**src/rtl/psum_pkg.sv**
```systemverilog
// Shared types and arithmetic for the partial-sum scratchpad.
// sat_add works on 64-bit sign-extended carriers so one function serves any width up to 63.
package psum_pkg;

   typedef enum logic [1:0] {
      OP_WRITE    = 2'b00,
      OP_ACC      = 2'b01,
      OP_READ     = 2'b10,
      OP_READ_CLR = 2'b11
   } op_e;

   typedef enum logic [1:0] {
      ST_IDLE  = 2'b00,
      ST_DRAIN = 2'b01,
      ST_CLEAR = 2'b10
   } state_e;

   localparam int CARRIER_W = 64;

   // Operands arrive sign-extended to 64 bits, so their sum cannot overflow the carrier.
   // The result is then range-checked against a signed w-bit word.
   function automatic logic [CARRIER_W-1:0] sat_add(
      input  logic signed [CARRIER_W-1:0] a,
      input  logic signed [CARRIER_W-1:0] b,
      input  int                          w,
      input  logic                        sat,
      output logic                        ovf
   );
      logic signed [CARRIER_W-1:0] s;
      logic signed [CARRIER_W-1:0] hi;
      logic signed [CARRIER_W-1:0] lo;
      logic signed [CARRIER_W-1:0] wrapped;
      logic signed [CARRIER_W-1:0] res;
      s       = a + b;
      hi      = (64'sd1 <<< (w - 32'sd1)) - 64'sd1;
      lo      = -(64'sd1 <<< (w - 32'sd1));
      wrapped = (s <<< (32'sd64 - w)) >>> (32'sd64 - w);
      ovf     = (s > hi) || (s < lo);
      if (!ovf) begin
         res = s;
      end else if (!sat) begin
         res = wrapped;
      end else if (s > hi) begin
         res = hi;
      end else begin
         res = lo;
      end
      return res;
   endfunction

endpackage

```
**src/rtl/psum_spad_mem.sv**
```systemverilog
// 1R1W partial-sum array with a registered read port.
// A read and write to the same entry on one edge returns the pre-write contents.
module psum_spad_mem #(
   parameter int WIDTH = 24,
   parameter int SIZE  = 32,
   parameter int AW    = 5
) (
   input  logic             clk_i,
   input  logic             wen_i,
   input  logic [AW-1:0]    waddr_i,
   input  logic [WIDTH-1:0] wdata_i,
   input  logic [AW-1:0]    raddr_i,
   output logic [WIDTH-1:0] rdata_o
);

   logic [WIDTH-1:0] mem_q [SIZE];
   logic [WIDTH-1:0] rdata_q;

   // Storage write and registered read; contents deliberately have no reset.
   always_ff @(posedge clk_i) begin
      if (wen_i) begin
         mem_q[waddr_i] <= wdata_i;
      end
      rdata_q <= mem_q[raddr_i];
   end

   assign rdata_o = rdata_q;

endmodule

```
**src/rtl/psum_acc_spad.sv**
```systemverilog
// Partial-sum scratchpad: write / accumulate / read / read-and-clear with a two-stage
// pipeline, write-to-read forwarding, saturating accumulate and a clear-all sweep.
module psum_acc_spad
   import psum_pkg::*;
#(
   parameter int WIDTH    = 24,
   parameter int ADDR     = 5,
   parameter int SIZE     = 32,
   parameter int IN_WIDTH = 16,
   parameter int SAT      = 1
) (
   input  logic                clk,
   input  logic                rst,
   input  logic                op_valid,
   output logic                op_ready,
   input  logic [1:0]          op,
   input  logic [ADDR-1:0]     addr,
   input  logic [WIDTH-1:0]    wdata,
   input  logic [IN_WIDTH-1:0] acc_in,
   input  logic                clr_start,
   output logic                busy,
   output logic                rvalid,
   output logic [WIDTH-1:0]    rdata,
   output logic                ovf,
   input  logic                ovf_clr
);

   localparam int MAW = (SIZE > 1) ? $clog2(SIZE) : 1;

   state_e               state_q;
   logic [MAW-1:0]       cnt_q;
   logic                 busy_q;

   logic                 s1_valid_q;
   logic                 s1_inr_q;
   op_e                  s1_op_q;
   logic [MAW-1:0]       s1_addr_q;
   logic [WIDTH-1:0]     s1_wdata_q;
   logic [IN_WIDTH-1:0]  s1_acc_q;

   logic                 wr_valid_q;
   logic [MAW-1:0]       wr_addr_q;
   logic [WIDTH-1:0]     wr_data_q;

   logic                 rvalid_q;
   logic [WIDTH-1:0]     rdata_q;
   logic                 ovf_q;

   logic                 accept_s;
   logic                 in_range_s;
   logic [WIDTH-1:0]     mem_rdata_s;
   logic [WIDTH-1:0]     old_s;
   logic signed [63:0]   old_ext_s;
   logic signed [63:0]   acc_ext_s;
   logic [WIDTH-1:0]     acc_sum_s;
   logic                 acc_ovf_s;
   logic [WIDTH-1:0]     s1_res_s;
   logic                 s1_wen_s;
   logic                 ovf_set_s;
   logic                 is_read_s;
   logic                 mem_wen_s;
   logic [MAW-1:0]       mem_waddr_s;
   logic [WIDTH-1:0]     mem_wdata_s;

   assign op_ready   = (state_q == ST_IDLE) && !clr_start && !rst;
   assign accept_s   = op_valid && op_ready;
   assign in_range_s = {{(32-ADDR){1'b0}}, addr} < SIZE;
   assign is_read_s  = (s1_op_q == OP_READ) || (s1_op_q == OP_READ_CLR);

   psum_spad_mem #(
      .WIDTH (WIDTH),
      .SIZE  (SIZE),
      .AW    (MAW)
   ) u_mem (
      .clk_i   (clk),
      .wen_i   (mem_wen_s),
      .waddr_i (mem_waddr_s),
      .wdata_i (mem_wdata_s),
      .raddr_i (addr[MAW-1:0]),
      .rdata_o (mem_rdata_s)
   );

   // Stage-2 compute: memory returns pre-write data, so a write from the previous edge is forwarded.
   always_comb begin
      if (wr_valid_q && (wr_addr_q == s1_addr_q)) begin
         old_s = wr_data_q;
      end else begin
         old_s = mem_rdata_s;
      end
      old_ext_s = {{(64-WIDTH){old_s[WIDTH-1]}}, old_s};
      acc_ext_s = {{(64-IN_WIDTH){s1_acc_q[IN_WIDTH-1]}}, s1_acc_q};
      acc_ovf_s = 1'b0;
      acc_sum_s = WIDTH'(sat_add(old_ext_s, acc_ext_s, WIDTH, SAT != 0, acc_ovf_s));
      s1_res_s  = '0;
      s1_wen_s  = 1'b0;
      case (s1_op_q)
         OP_WRITE: begin
            s1_res_s = s1_wdata_q;
            s1_wen_s = 1'b1;
         end
         OP_ACC: begin
            s1_res_s = acc_sum_s;
            s1_wen_s = 1'b1;
         end
         OP_READ_CLR: begin
            s1_res_s = '0;
            s1_wen_s = 1'b1;
         end
         default: begin
            s1_res_s = '0;
            s1_wen_s = 1'b0;
         end
      endcase
      s1_wen_s  = s1_wen_s && s1_valid_q && s1_inr_q;
      ovf_set_s = s1_valid_q && s1_inr_q && (s1_op_q == OP_ACC) && acc_ovf_s;
   end

   // Single write port: the clear sweep owns it in CLEAR, otherwise stage 2; reset suppresses both.
   always_comb begin
      if (state_q == ST_CLEAR) begin
         mem_wen_s   = !rst;
         mem_waddr_s = cnt_q;
         mem_wdata_s = '0;
      end else begin
         mem_wen_s   = s1_wen_s && !rst;
         mem_waddr_s = s1_addr_q;
         mem_wdata_s = s1_res_s;
      end
   end

   // Pipeline registers, forwarding copy of the last write, read response and sticky overflow.
   always_ff @(posedge clk) begin
      if (rst) begin
         s1_valid_q <= 1'b0;
         wr_valid_q <= 1'b0;
         rvalid_q   <= 1'b0;
         rdata_q    <= '0;
         ovf_q      <= 1'b0;
      end else begin
         s1_valid_q <= accept_s;
         s1_inr_q   <= in_range_s;
         s1_op_q    <= op_e'(op);
         s1_addr_q  <= addr[MAW-1:0];
         s1_wdata_q <= wdata;
         s1_acc_q   <= acc_in;
         wr_valid_q <= mem_wen_s;
         wr_addr_q  <= mem_waddr_s;
         wr_data_q  <= mem_wdata_s;
         rvalid_q   <= s1_valid_q && is_read_s;
         if (s1_valid_q && is_read_s) begin
            rdata_q <= s1_inr_q ? old_s : '0;
         end
         ovf_q <= ovf_set_s || (ovf_q && !ovf_clr);
      end
   end

   // Clear-all sequencer; DRAIN gives the op already in stage 2 one edge to land.
   always_ff @(posedge clk) begin
      if (rst) begin
         state_q <= ST_IDLE;
         cnt_q   <= '0;
         busy_q  <= 1'b0;
      end else begin
         case (state_q)
            ST_IDLE: begin
               if (clr_start) begin
                  state_q <= ST_DRAIN;
                  busy_q  <= 1'b1;
               end
            end
            ST_DRAIN: begin
               state_q <= ST_CLEAR;
               cnt_q   <= '0;
            end
            ST_CLEAR: begin
               if (cnt_q == MAW'(SIZE - 1)) begin
                  state_q <= ST_IDLE;
                  busy_q  <= 1'b0;
               end else begin
                  cnt_q <= cnt_q + 1'b1;
               end
            end
            default: begin
               state_q <= ST_IDLE;
               busy_q  <= 1'b0;
            end
         endcase
      end
   end

   assign busy   = busy_q;
   assign rvalid = rvalid_q;
   assign rdata  = rdata_q;
   assign ovf    = ovf_q;

endmodule

```
**config.mk**
```make
export PLATFORM = sky130hd
export DESIGN_NAME = psum_acc_spad
export DESIGN_NICKNAME = d
export VERILOG_FILES = /design/src/rtl/psum_pkg.sv /design/src/rtl/psum_spad_mem.sv /design/src/rtl/psum_acc_spad.sv
export SDC_FILE = /design/constraint.sdc
export NUM_CORES = 1
export LEC_CHECK = 0
export ABC_AREA = 1
export BUFFER_PORTS_ARGS = -buffer_cell sky130_fd_sc_hd__buf_2
export CELL_PAD_IN_SITES_DETAIL_PLACEMENT = 1
export CELL_PAD_IN_SITES_GLOBAL_PLACEMENT = 2
export CORE_ASPECT_RATIO = 0.6
export CORE_UTILIZATION = 30
export DETAILED_ROUTE_END_ITERATION = 8
export GPL_ROUTABILITY_DRIVEN = 0
export HOLD_SLACK_MARGIN = 0.08
export PLACE_DENSITY = 0.67
export SLEW_MARGIN = 40
export SYNTH_ARGS = -nofsm -noshare
export SYNTH_HDL_FRONTEND = slang
export SYNTH_SLANG_ARGS = --single-unit
export TNS_END_PERCENT = 1
```
**constraint.sdc**
```tcl
create_clock -name clk -period 5 [get_ports clk]
set_input_delay 0 -clock clk [delete_from_list [all_inputs] [get_ports clk]]
set_output_delay 0 -clock clk [all_outputs]
set_load 0.01 [all_outputs]
```
==> results of run 1 <==
-- power by group --
| group | switching [uW] | internal [uW] | total [uW] |
|---|---|---|---|
| combinational | 1480 | 587 | 2070 |
| sequential | 64.1 | 8720 | 8790 |
| clock | 2980 | 3720 | 6700 |
| total | 4530 | 13000 | 17600 |
-- kinds of logic after synthesis --
| group | synth area share [%] |
|---|---|
| compound gates | 12.7 |
| fa+ha+maj | 1.01 |
| simple gates | 9.95 |
| flops | 72.5 |
| xor+xnor | 0.383 |
| buf+inv | 3.44 |
-- metrics by stage --
| step | instances | setup WS, ns |
|---|---|---|
| 2_1_floorplan | 2954 | 0.657 |
| 3_3_place_gp | 4575 | 0.0898 |
| 3_5_place_dp | 4580 | 0.409 |
| 4_1_cts | 4832 | 0.376 |
| 5_1_grt | 4836 | 0.0419 |
| 6_report | 4837 | 0.372 |
-- path summary, 6_finish.rpt --
| kind | slack, ns | from | end | cells past startpoint |
|---|---|---|---|---|
| min reg2reg | 0.51 | busy | busy | 1 |
| max | 0.37 | wr_addr_q[3] | ovf | 26 |
| max reg2reg | 0.37 | wr_addr_q[3] | ovf | 26 |
| min | 0.36 | clr_start | busy | 5 |
-- final cells by class --
type | instances | area (um^2) | share of cell area (%)
Clock inverter | 47 | 505 | 1.16
Antenna cell | 2 | 5.00 | 0.0115
Clock buffer | 108 | 2280 | 5.24
Timing Repair Buffer | 311 | 2590 | 5.94
Tap cell | 1600 | 2000 | 4.59
Sequential cell | 904 | 26500 | 60.9
Multi-Input combinational cell | 1735 | 9150 | 21.0
Inverter | 130 | 510 | 1.17
-- cells in the mapped netlist (6+ instances only) --
cell,n
nor2_1,507
nand4_1,9
buf_2,35
o21ai_0,452
nand2_2,7
edfxtp_1,844
nand2_1,266
ha_1,28
inv_1,127
o221ai_1,136
a21oi_1,76
o21ai_1,6
o22ai_1,57
o21bai_1,7
clkbuf_1,139
xnor2_1,10
nand3_1,98
xor2_1,6
buf_1,6
a32oi_1,18
a31oi_1,24
dfxtp_1,60
-- cell usage in the layout (no fill, tap or decap), types with 24 or more instances in the layout --
master         instances
a21oi_1               52
o21ai_0              452
dfxtp_1               60
nand2_1              266
o22ai_1               57
buf_2                 76
nand3_1               98
a31oi_1               24
ha_1                  28
nor2_1               474
clkbuf_16             86
edfxtp_1             844
nor2_4                34
o221ai_1             136
inv_1                124
dlygate4sd3_1         97
buf_4                121
-- worst reg2reg max path, cell delays in order (launching register included) --
cell	delay (ns)
edfxtp_1	0.36
inv_1	0.07
o21ai_0	0.07
a221oi_1	0.24
nand3_1	0.32
inv_1	0.20
buf_12	0.20
nand2_1	0.09
nand2_1	0.09
ha_1	0.21
inv_1	0.07
fa_1	0.41
inv_1	0.09
nand2_1	0.08
nand2_1	0.09
nand3_1	0.07
nand2_1	0.13
nand2_2	0.11
nand3_2	0.10
nand2_1	0.06
nand2_2	0.12
nand2_2	0.17
buf_4	0.21
nand2_1	0.16
nand3_1	0.11
a21oi_1	0.16
dlygate4sd3_1	0.58
-- flip-flops by register name, indices dropped and copies added (netlist names), 2 cells and up --
register,flops
u_mem.mem_q,768
cnt_q,5
s1_op_q,2
s1_addr_q,5
state_q,2
s1_wdata_q,24
u_mem.rdata_o,24
wr_data_q,24
wr_addr_q,5
rdata,24
s1_acc_q,16
-- per-layer routing --
layer	vias to the layer above	GRT usage [%]	share of wire, %
met4	0	5.00	2.1
li1	11300	-	-
met1	13200	31.5	49
met2	809	28.9	42
met3	148	3.63	7.1
met5	-	0	0
==> metrics.md, run 1 <==
| Metric | Value |
|---|---|
| Synth area leader | edfxtp_1 |
| P_leak | 0.0147 uW |
| Vias in the first global route | 24700 |
| Syn nets | 3035 |
| Mean post-synth cell area | 12.4 um^2 |
| Period utilization | 92.6% |
| Critical Path Max Stage Delay | 0.58 ns |
| Detailed-route wire length per cell | 26.2 um |
| Pwr Total | 17600 uW |
| PD cells | 403 nW/um^2 |
| Die X | 453 um |
| Layout Skew | 0.0270 ns |
| # IOs | 80 |
| Final HPWL DP | 74.4 mm |
| Clk_lat worst skew | 0.68 ns |
| Area Growth Syn to Fin | 19.1% |
| Layout cells sized above 1 | 13.0% |
| Setup Crit Path Kind | register to register |
| CTS tree | yes |
| CTS Hold Buffers Added | 97 |
| Top delay family on crit path | simple AND/OR/NAND/NOR gates |
| Total Wirelength | 127 mm |
| Final net count | 3246 |
| Post CTS Setup Buffer Count | 0 |
| Synth area leaders | edfxtp_1, o21ai_0, nor2_1, dfxtp_1, o221ai_1 |
| Num CTS Buffers | 83 |
| Dpl cell area | 39800 um^2 |
| CP bufs+invs | 7 |
| CORE AREA | 120000 um^2 |
| Fin. max-slew vios | 0 |
| Post-route cell area | 43600 um^2 |
| Top cell type's share of synthesized area | 69.3% |
| Peak supply drop | 283 uV |
| DIE AREA | 123000 um^2 |
| Slowest-stage cell, CP | dlygate4sd3_1 |
| #FFs+latches synth | 904 |
| Setup TNS | 0 ns |
| Htree depth | 3 |
| Synthesis Warnings | 0 |
| WP data required | 5.62 ns |
| Fraction of registers with async set or reset after synthesis | 0% |
| CP Max Fanout | 23 |
| Cell count after synthesis | 2954 |
| Final setup vio count | 0 |
| Worst-margin pin slew | 0.895 ns |
| Final Util | 36.3% |
| # resized after CTS | 0 |
| Register area share after synthesis | 72.5% |
| Max Fclk | 216 MHz |
| Worst Setup Start Kind | register |
| Rows | 98 |
| Final Hold Fails | 0 |
| Initial core utilization | 30.5% |
| Synth Flop Type | edfxtp_1 |
| DRT Pass-1 Iters | 5 |
| Crit. End Element | register |
| CP dominant cell by count | nand2_1 |
| Initial antenna violation count | 2 |
| Outcome | completed |
| Global-route wire length before repair | 181 mm |
| Final antenna-violating net count | 0 |
| Root Buffer | clkbuf_16 |
| Fin crit period | 4.63 ns |
| CTS clk-pin slew, worst paths | 0.06 ns |
| Grt total ovfl | 0 |
| Largest net degree at the start of global routing | 137 |
| Hold/Removal Path Class | input pin to register |
| GRT Overall Usage | 20.3% |
| DRC violations left | 0 |
| Relative slew slack | 40.3% |
| Vias per cell | 5.26 |
| RSZ-0062 raised after global routing | no |
| Synth unique cells | 41 |
| Vias | 25400 |
| 1st-iter DRT viols | 2670 |
| Max Cap Viol | 0 |
| Port buffer count | 79 |
| Clock buffer depth | 3 |
| Chip height | 273 um |
| Post-synth EDFFs | 844 |
| Worst path arrival time | 5.25 ns |
| Worst hold slack | 0.361 ns |
| Cell area after synthesis | 36600 um^2 |
| Fill cells | 12800 |
| Clock tree sinks | 904 |
Power figures use the tool's default switching activity.
==> inputs of run 2 (changes only) <==
--- a/config.mk
+++ b/config.mk
@@ -15,6 +15,7 @@
 export GPL_ROUTABILITY_DRIVEN = 0
 export HOLD_SLACK_MARGIN = 0.08
 export PLACE_DENSITY = 0.67
+export RECOVER_POWER = 25
 export SLEW_MARGIN = 40
 export SYNTH_ARGS = -nofsm -noshare
 export SYNTH_HDL_FRONTEND = slang
==> constraint.sdc (replaced) <==
create_clock -name clk -period 5.9 [get_ports clk]
set_input_delay 0 -clock clk [delete_from_list [all_inputs] [get_ports clk]]
set_output_delay 0 -clock clk [all_outputs]
set_load 0.01 [all_outputs]
==> run 2 against run 1 <==
- total power is 18% lower
- combinational power is 19% lower
- highest routed layer is now met5
- non-clock buffer count is 28 lower
- clock power is 21% lower
- clock skew is 0.0027 ns lower
- global-route usage hardly changed
- critical endpoint is now u_mem.mem_q[5][7]
- the run now ends with max-capacitance violations, max-slew violations left
- sequential power is 15% lower
- final cell count is 0.72% lower
==> metrics.md, run 2 (same netlist as run 1, synthesis figures left out) <==
| Metric | Value |
|---|---|
| Period utilization | 92.2% (-0.37 points) |
| Dpl cell area | 39600 um^2 (-0.41%) |
| Htree depth | 3 (unchanged) |
| DRT Pass-1 Iters | 6 (+1) |
| RSZ-0062 raised after global routing | no |
| Vias in the first global route | 24600 (-0.47%) |
| Port buffer count | 79 (unchanged) |
| CP Max Fanout | 27 (+17%) |
| Most common cell after layout, fill and taps aside | edfxtp_1 |
| CTS clk-pin slew, worst paths | 0.07 ns (about the same) |
| Rows | 98 (unchanged) |
| Fin. max-slew vios | 322 (+322) |
| Clock tree sinks | 904 (unchanged) |
| Final Hold Fails | 0 (unchanged) |
| Final antenna-violating net count | 0 (unchanged) |
| Final net count | 3216 (-0.92%) |
| Post-route cell area | 42900 um^2 (-1.6%) |
| Crit. End Element | register |
| Fill cells | 12900 (+1.0%) |
| Clock buffer depth | 3 (unchanged) |
| Num CTS Buffers | 81 (-2.4%) |
| Max Cap Viol | 12 (+12) |
| Final HPWL DP | 73.3 mm (-1.5%) |
| Largest Register | u_mem.mem_q |
| Initial core utilization | 30.5% (unchanged) |
| Final setup vio count | 0 (unchanged) |
| GRT Overall Usage | 20.3% (-0.037 points) |
| Die X | 453 um (unchanged) |
| Initial antenna violation count | 2 (unchanged) |
| Cells after DPL | 4553 (-0.59%) |
| WP data required | 6.24 ns (+0.62 ns) |
| Final worst slack | 0.460 ns (+0.0887 ns) |
| Post CTS Setup Buffer Count | 0 (unchanged) |
| Setup TNS | 0 ns (unchanged) |
| Final std cells w/o fill | 4802 (-0.72%) |
| CTS tree | yes |
| Largest register FFs | 768 (unchanged) |
| DIE AREA | 123000 um^2 (unchanged) |
| Root Buffer | clkbuf_16 |
| Grt total ovfl | 0 (unchanged) |
| Largest net degree at the start of global routing | 138 (+0.73%) |
| Clk_lat worst skew | 0.69 ns (about the same) |
| Final Util | 35.7% (-0.58 points) |
| Fin crit period | 5.44 ns (+0.811 ns) |
| Max Fclk | 184 MHz (-15%) |
| # resized after CTS | 0 (unchanged) |
| Most frequent cells in the layout | edfxtp_1, nor2_1, o21ai_0 |
| P_leak | 0.0143 uW (-2.8%) |
| CORE AREA | 120000 um^2 (unchanged) |
| Total Wirelength | 127 mm (+0.36%) |
| PD cells | 337 nW/um^2 (-16%) |
| Worst Setup Start Kind | register |
| Chip height | 273 um (unchanged) |
| Layout Skew | 0.0243 ns (-0.00270 ns) |
| Global-route wire length before repair | 181 mm (-0.34%) |
| Layout cells sized above 1 | 10.5% (-2.5 points) |
| Worst path arrival time | 5.78 ns (+0.53 ns) |
| Vias | 25400 (-0.26%) |
| Relative slew slack | -142% (-180 points) |
| Hold/Removal Path Class | input pin to register |
| Outcome | finished with violations |
| Setup Crit Path Kind | register to register |
| Area Growth Syn to Fin | 17.2% |
| # IOs | 80 (unchanged) |
| Failing checks | max-capacitance violations, max-slew violations |
| Pre-CTS setup slack | 1.07 ns (+0.661 ns) |
| DRC violations left | 0 (unchanged) |
| Detailed-route wire length per cell | 26.5 um (+1.1%) |
| Vias per cell | 5.28 (+0.47%) |
| 1st-iter DRT viols | 2899 (+8.6%) |
| Peak supply drop | 210 uV (-26%) |
| Worst-margin pin slew | 3.63 ns (+2.74 ns) |
run 2: repair_timing:
item,CTS,global route
setup endpoints to repair,0,0
hold buffers,97,0
hold endpoints to repair,87,0
run 2: path summary, 6_finish.rpt:
path / cells past startpoint / from / endpoint / slack [ns]
max: 9 / state_q[1] / u_mem.mem_q[5][7] / 0.46
min: 2 / addr[0] / s1_addr_q[0] / 0.33
max reg2reg: 9 / state_q[1] / u_mem.mem_q[5][7] / 0.46
min reg2reg: 1 / cnt_q[0] / cnt_q[0] / 0.50
run 2: area by class of cell:
type | instances | area, um^2 | area share (%)
Clock buffer | 109 | 2240 | 5.23
Antenna cell | 2 | 5.00 | 0.0117
Clock inverter | 39 | 324 | 0.755
Sequential cell | 904 | 26500 | 61.9
Inverter | 130 | 510 | 1.19
Tap cell | 1600 | 2000 | 4.67
Timing Repair Buffer | 283 | 2250 | 5.24
Multi-Input combinational cell | 1735 | 9010 | 21.0
run 2: per-stage QoR:
step	hold slack (ns)	power, uW
floorplan	0.0989	8520
global placement	0.178	9190
detailed placement	0.179	9200
CTS	0.305	14500
global route	0.356	14900
finish	0.329	14400
run 2: worst max-delay path: stages (launching register included):
cell and delay (ns):
dfxtp_1 0.36, inv_1 0.09, nor2_4 0.08, clkbuf_1 1.64, or2_2 0.32, o21ai_0 0.22, inv_1 0.24, nand2_1 0.24
nor2_1 1.27, buf_4 0.54
run 2: layer usage:
metal / up-vias / GRT usage (%) / part of all wire [%]
met4: 2 / 4.52 / 1.8
met5: - / 0 / 0.010
met2: 778 / 28.7 / 42
li1: 11200 / - / -
met1: 13200 / 31.5 / 49
met3: 136 / 3.95 / 6.9
run 2: report_power, final:
| group | switching [uW] | total [uW] | internal (uW) |
|---|---|---|---|
| clock | 2480 | 5310 | 2830 |
| combinational | 1230 | 1680 | 443 |
| sequential | 57.9 | 7450 | 7390 |
==> inputs of run 3 (changes only) <==
==> constraint.sdc (replaced) <==
create_clock -name clk -period 5.1 [get_ports clk]
set_input_delay 0 -clock clk [delete_from_list [all_inputs] [get_ports clk]]
set_output_delay 0 -clock clk [all_outputs]
set_load 0.01 [all_outputs]
==> run 3 against run 2 <==
- register-to-register slack worse by 0.11 ns
- largest cell class unchanged
- total power is 18% higher
- the run still ends with max-capacitance violations, max-slew violations left
- critical path depth is 2 lower
- die area stayed put
- clock-buffer cell count is 10 higher
==> metrics.md, run 3 (same netlist as run 1, synthesis figures left out) <==
| Metric | Value |
|---|---|
| Outcome | finished with violations |
| Failing checks | max-capacitance violations, max-slew violations |
| P_leak | 0.0143 uW (about the same) |
| DRT Pass-1 Iters | 5 (-1) |
| WP data required | 5.74 ns (-0.50 ns) |
| Worst Setup Start Kind | input pin |
| 1st-iter DRT viols | 2869 (-1.0%) |
| Slowest-stage cell, CP | clkbuf_1 |
| Critical Path Max Stage Delay | 2.26 ns (+0.62 ns) |
| Final net count | 3212 (-0.12%) |
| Clock buffer depth | 3 (unchanged) |
| FF-to-FF Start | state_q[1] |
| Crit. End Element | register |
| # diodes | 0 (-2) |
| Root Buffer | clkbuf_16 |
| Worst hold slack | 0.167 ns (-0.161 ns) |
| FF-to-FF path depth | 10 (+1) |
| Initial core utilization | 30.5% (unchanged) |
| Layout cells sized above 1 | 9.85% (-0.68 points) |
| Final setup vio count | 0 (unchanged) |
| Max Cap Viol | 18 (+6) |
| CTS clk-pin slew, worst paths | 0.07 ns (about the same) |
| Max Fclk | 208 MHz |
| Vias | 25500 (+0.70%) |
| CORE AREA | 120000 um^2 (unchanged) |
| Final Hold Fails | 0 (unchanged) |
| CP cell instances | dlygate4sd3_1 > buf_4 > clkinvlp_2 > clkbuf_1 > clkbuf_1 > nand2_1 > inv_1 |
| CP dominant cell by count | clkbuf_1 |
| Initial antenna violation count | 4 (+2) |
| Global-route wire length before repair | 184 mm (+1.6%) |
| Setup Crit Path Kind | input pin to register |
| DIE AREA | 123000 um^2 (unchanged) |
| Hold wc startpoint | clr_start |
| Period utilization | 94.2% |
| R2r setup slk | 0.35 ns (-0.11 ns) |
| Final antenna-violating net count | 0 (unchanged) |
| GRT Overall Usage | 20.6% (+0.35 points) |
| Worst path arrival time | 5.44 ns (-0.34 ns) |
| Detailed-route wire length per cell | 27.0 um (+1.9%) |
| Vias in the first global route | 24700 (+0.40%) |
| Chip height | 273 um (unchanged) |
| Clock tree sinks | 904 (unchanged) |
| Num CTS Buffers | 81 (unchanged) |
| Die X | 453 um (unchanged) |
| Vias per cell | 5.32 (+0.76%) |
| Sw frac | 26.2% (+0.12 points) |
| Clk_lat worst skew | 0.71 ns (+0.02 ns) |
| Layout Skew | 0.0295 ns (+0.00529 ns) |
| # IOs | 80 (unchanged) |
| Worst Hold Path EP | state_q[0] |
| DRC violations left | 0 (unchanged) |
| Fin crit period | 4.80 ns |
| Most frequent cells in the layout | edfxtp_1, nor2_1, o21ai_0 |
| Rows | 98 (unchanged) |
| CTS tree | yes |
| PD cells | 398 nW/um^2 (+18%) |
| Htree depth | 3 (unchanged) |
| Fin. max-slew vios | 401 (+25%) |
| Port buffer count | 79 (unchanged) |
| Setup TNS | 0 ns (unchanged) |
| Worst-margin pin slew | 3.16 ns (-0.469 ns) |
| Largest register FFs | 768 (unchanged) |
| Largest Register | u_mem.mem_q |
| Peak supply drop | 256 uV (+22%) |
| Post CTS Setup Buffer Count | 0 (unchanged) |
| Hold/Removal Path Class | input pin to register |
| RSZ-0062 raised after global routing | no |
| Sw power | 4470 uW (+19%) |
| Final HPWL DP | 73.4 mm (about the same) |
| Fraction of power consumed by sequential logic | 50.6% (-1.0 points) |
| Pwr Total | 17000 uW (+18%) |
| Most common cell after layout, fill and taps aside | edfxtp_1 |
| Grt total ovfl | 0 (unchanged) |
| Worst R2R End | u_mem.mem_q[18][7] |
| Combinational power share | 11.6% (about the same) |
| Area Growth Syn to Fin | 17.1% (about the same) |
| Largest net degree at the start of global routing | 191 (+38%) |
| Total Wirelength | 130 mm (+1.9%) |
| CP Max Fanout | 47 (+74%) |
| Hold Path Depth | 4 (+2) |
| Relative slew slack | -111% (+31 points) |
| Int Pwr | 12600 uW (+18%) |
| Clock share of power | 37.8% (+1.0 points) |
[run 3: changes by cell type in the layout (fill, tap and decap cells not counted), moves of 3 or more]
cell	before	now
nor2_1	489	495
clkinv_2	19	9
nor2_2	7	4
nand3_2	5	2
buf_4	80	75
buf_16	4	1
nor2_4	16	13
nand3_1	94	97
clkbuf_1	61	75
clkbuf_2	4	9
bufinv_16	3	8
[run 3: worst max-delay path by stage]
stage / from / to / slack (ns)
floorplan: wr_addr_q[3] / u_mem.mem_q[0][5] / 0.76
global placement: wr_addr_q[3] / u_mem.mem_q[25][20] / 0.36
detailed placement: wr_addr_q[3] / u_mem.mem_q[5][4] / 0.34
CTS: wr_addr_q[3] / ovf / 0.21
global route: wr_addr_q[3] / u_mem.mem_q[19][4] / 0.01
finish: rst / rdata[1] / 0.30
[run 3: area by class of cell]
class,count,area [um^2]
sequential,904,26500
timing repair buffer,279,2130
fill,12800,77200
clock buffer,119,2240
clock inverter,32,458
tap,1600,2000
multi-input combinational,1735,8980
inverter,130,513
[run 3: metrics by stage]
| stage | utilization [%] | std cells | setup WS [ns] | instance area, um^2 |
|---|---|---|---|---|
| floorplan | - | 2954 | 0.757 | 36600 |
| global placement | 32.8 | 4543 | 0.360 | 39400 |
| detailed placement | 32.9 | 4549 | 0.337 | 39500 |
| CTS | 36.0 | 4797 | 0.207 | 43200 |
| global route | 35.7 | 4799 | 0.0110 | 42900 |
| finish | 35.7 | 4799 | 0.298 | 42900 |
[run 3: critical path: cells and delay by family]
| kind | cells | cell delay [ns] |
|---|---|---|
| buffers and inverters | 6 | 5.00 |
| AND/OR/NAND/NOR | 1 | 0.32 |
[run 3: layer usage]
| layer | vias up | track usage (%) | share of wire, % |
|---|---|---|---|
| li1 | 11200 | - | - |
| met3 | 150 | 3.60 | 7.0 |
| met1 | 13300 | 31.8 | 49 |
| met5 | - | 0 | 0 |
| met4 | 0 | 4.41 | 1.8 |
| met2 | 876 | 29.9 | 43 |
[run 3: what timing repair did]
item / 4_1_cts / 5_1_grt
hold buffers: 97 / 0
setup endpoints to repair: 0 / 734
resized for setup: 0 / 3
hold endpoints to repair: 85 / 0
[run 3: power by group through the flow]
stage | clock, uW | sequential, uW | combinational, uW
after floorplan | 0 | 8760 | 1090
after global placement | 0 | 8790 | 1880
after detailed placement | 0 | 8780 | 1890
after CTS | 6560 | 8620 | 1960
after global routing | 6800 | 8630 | 2130
final | 6450 | 8620 | 1970
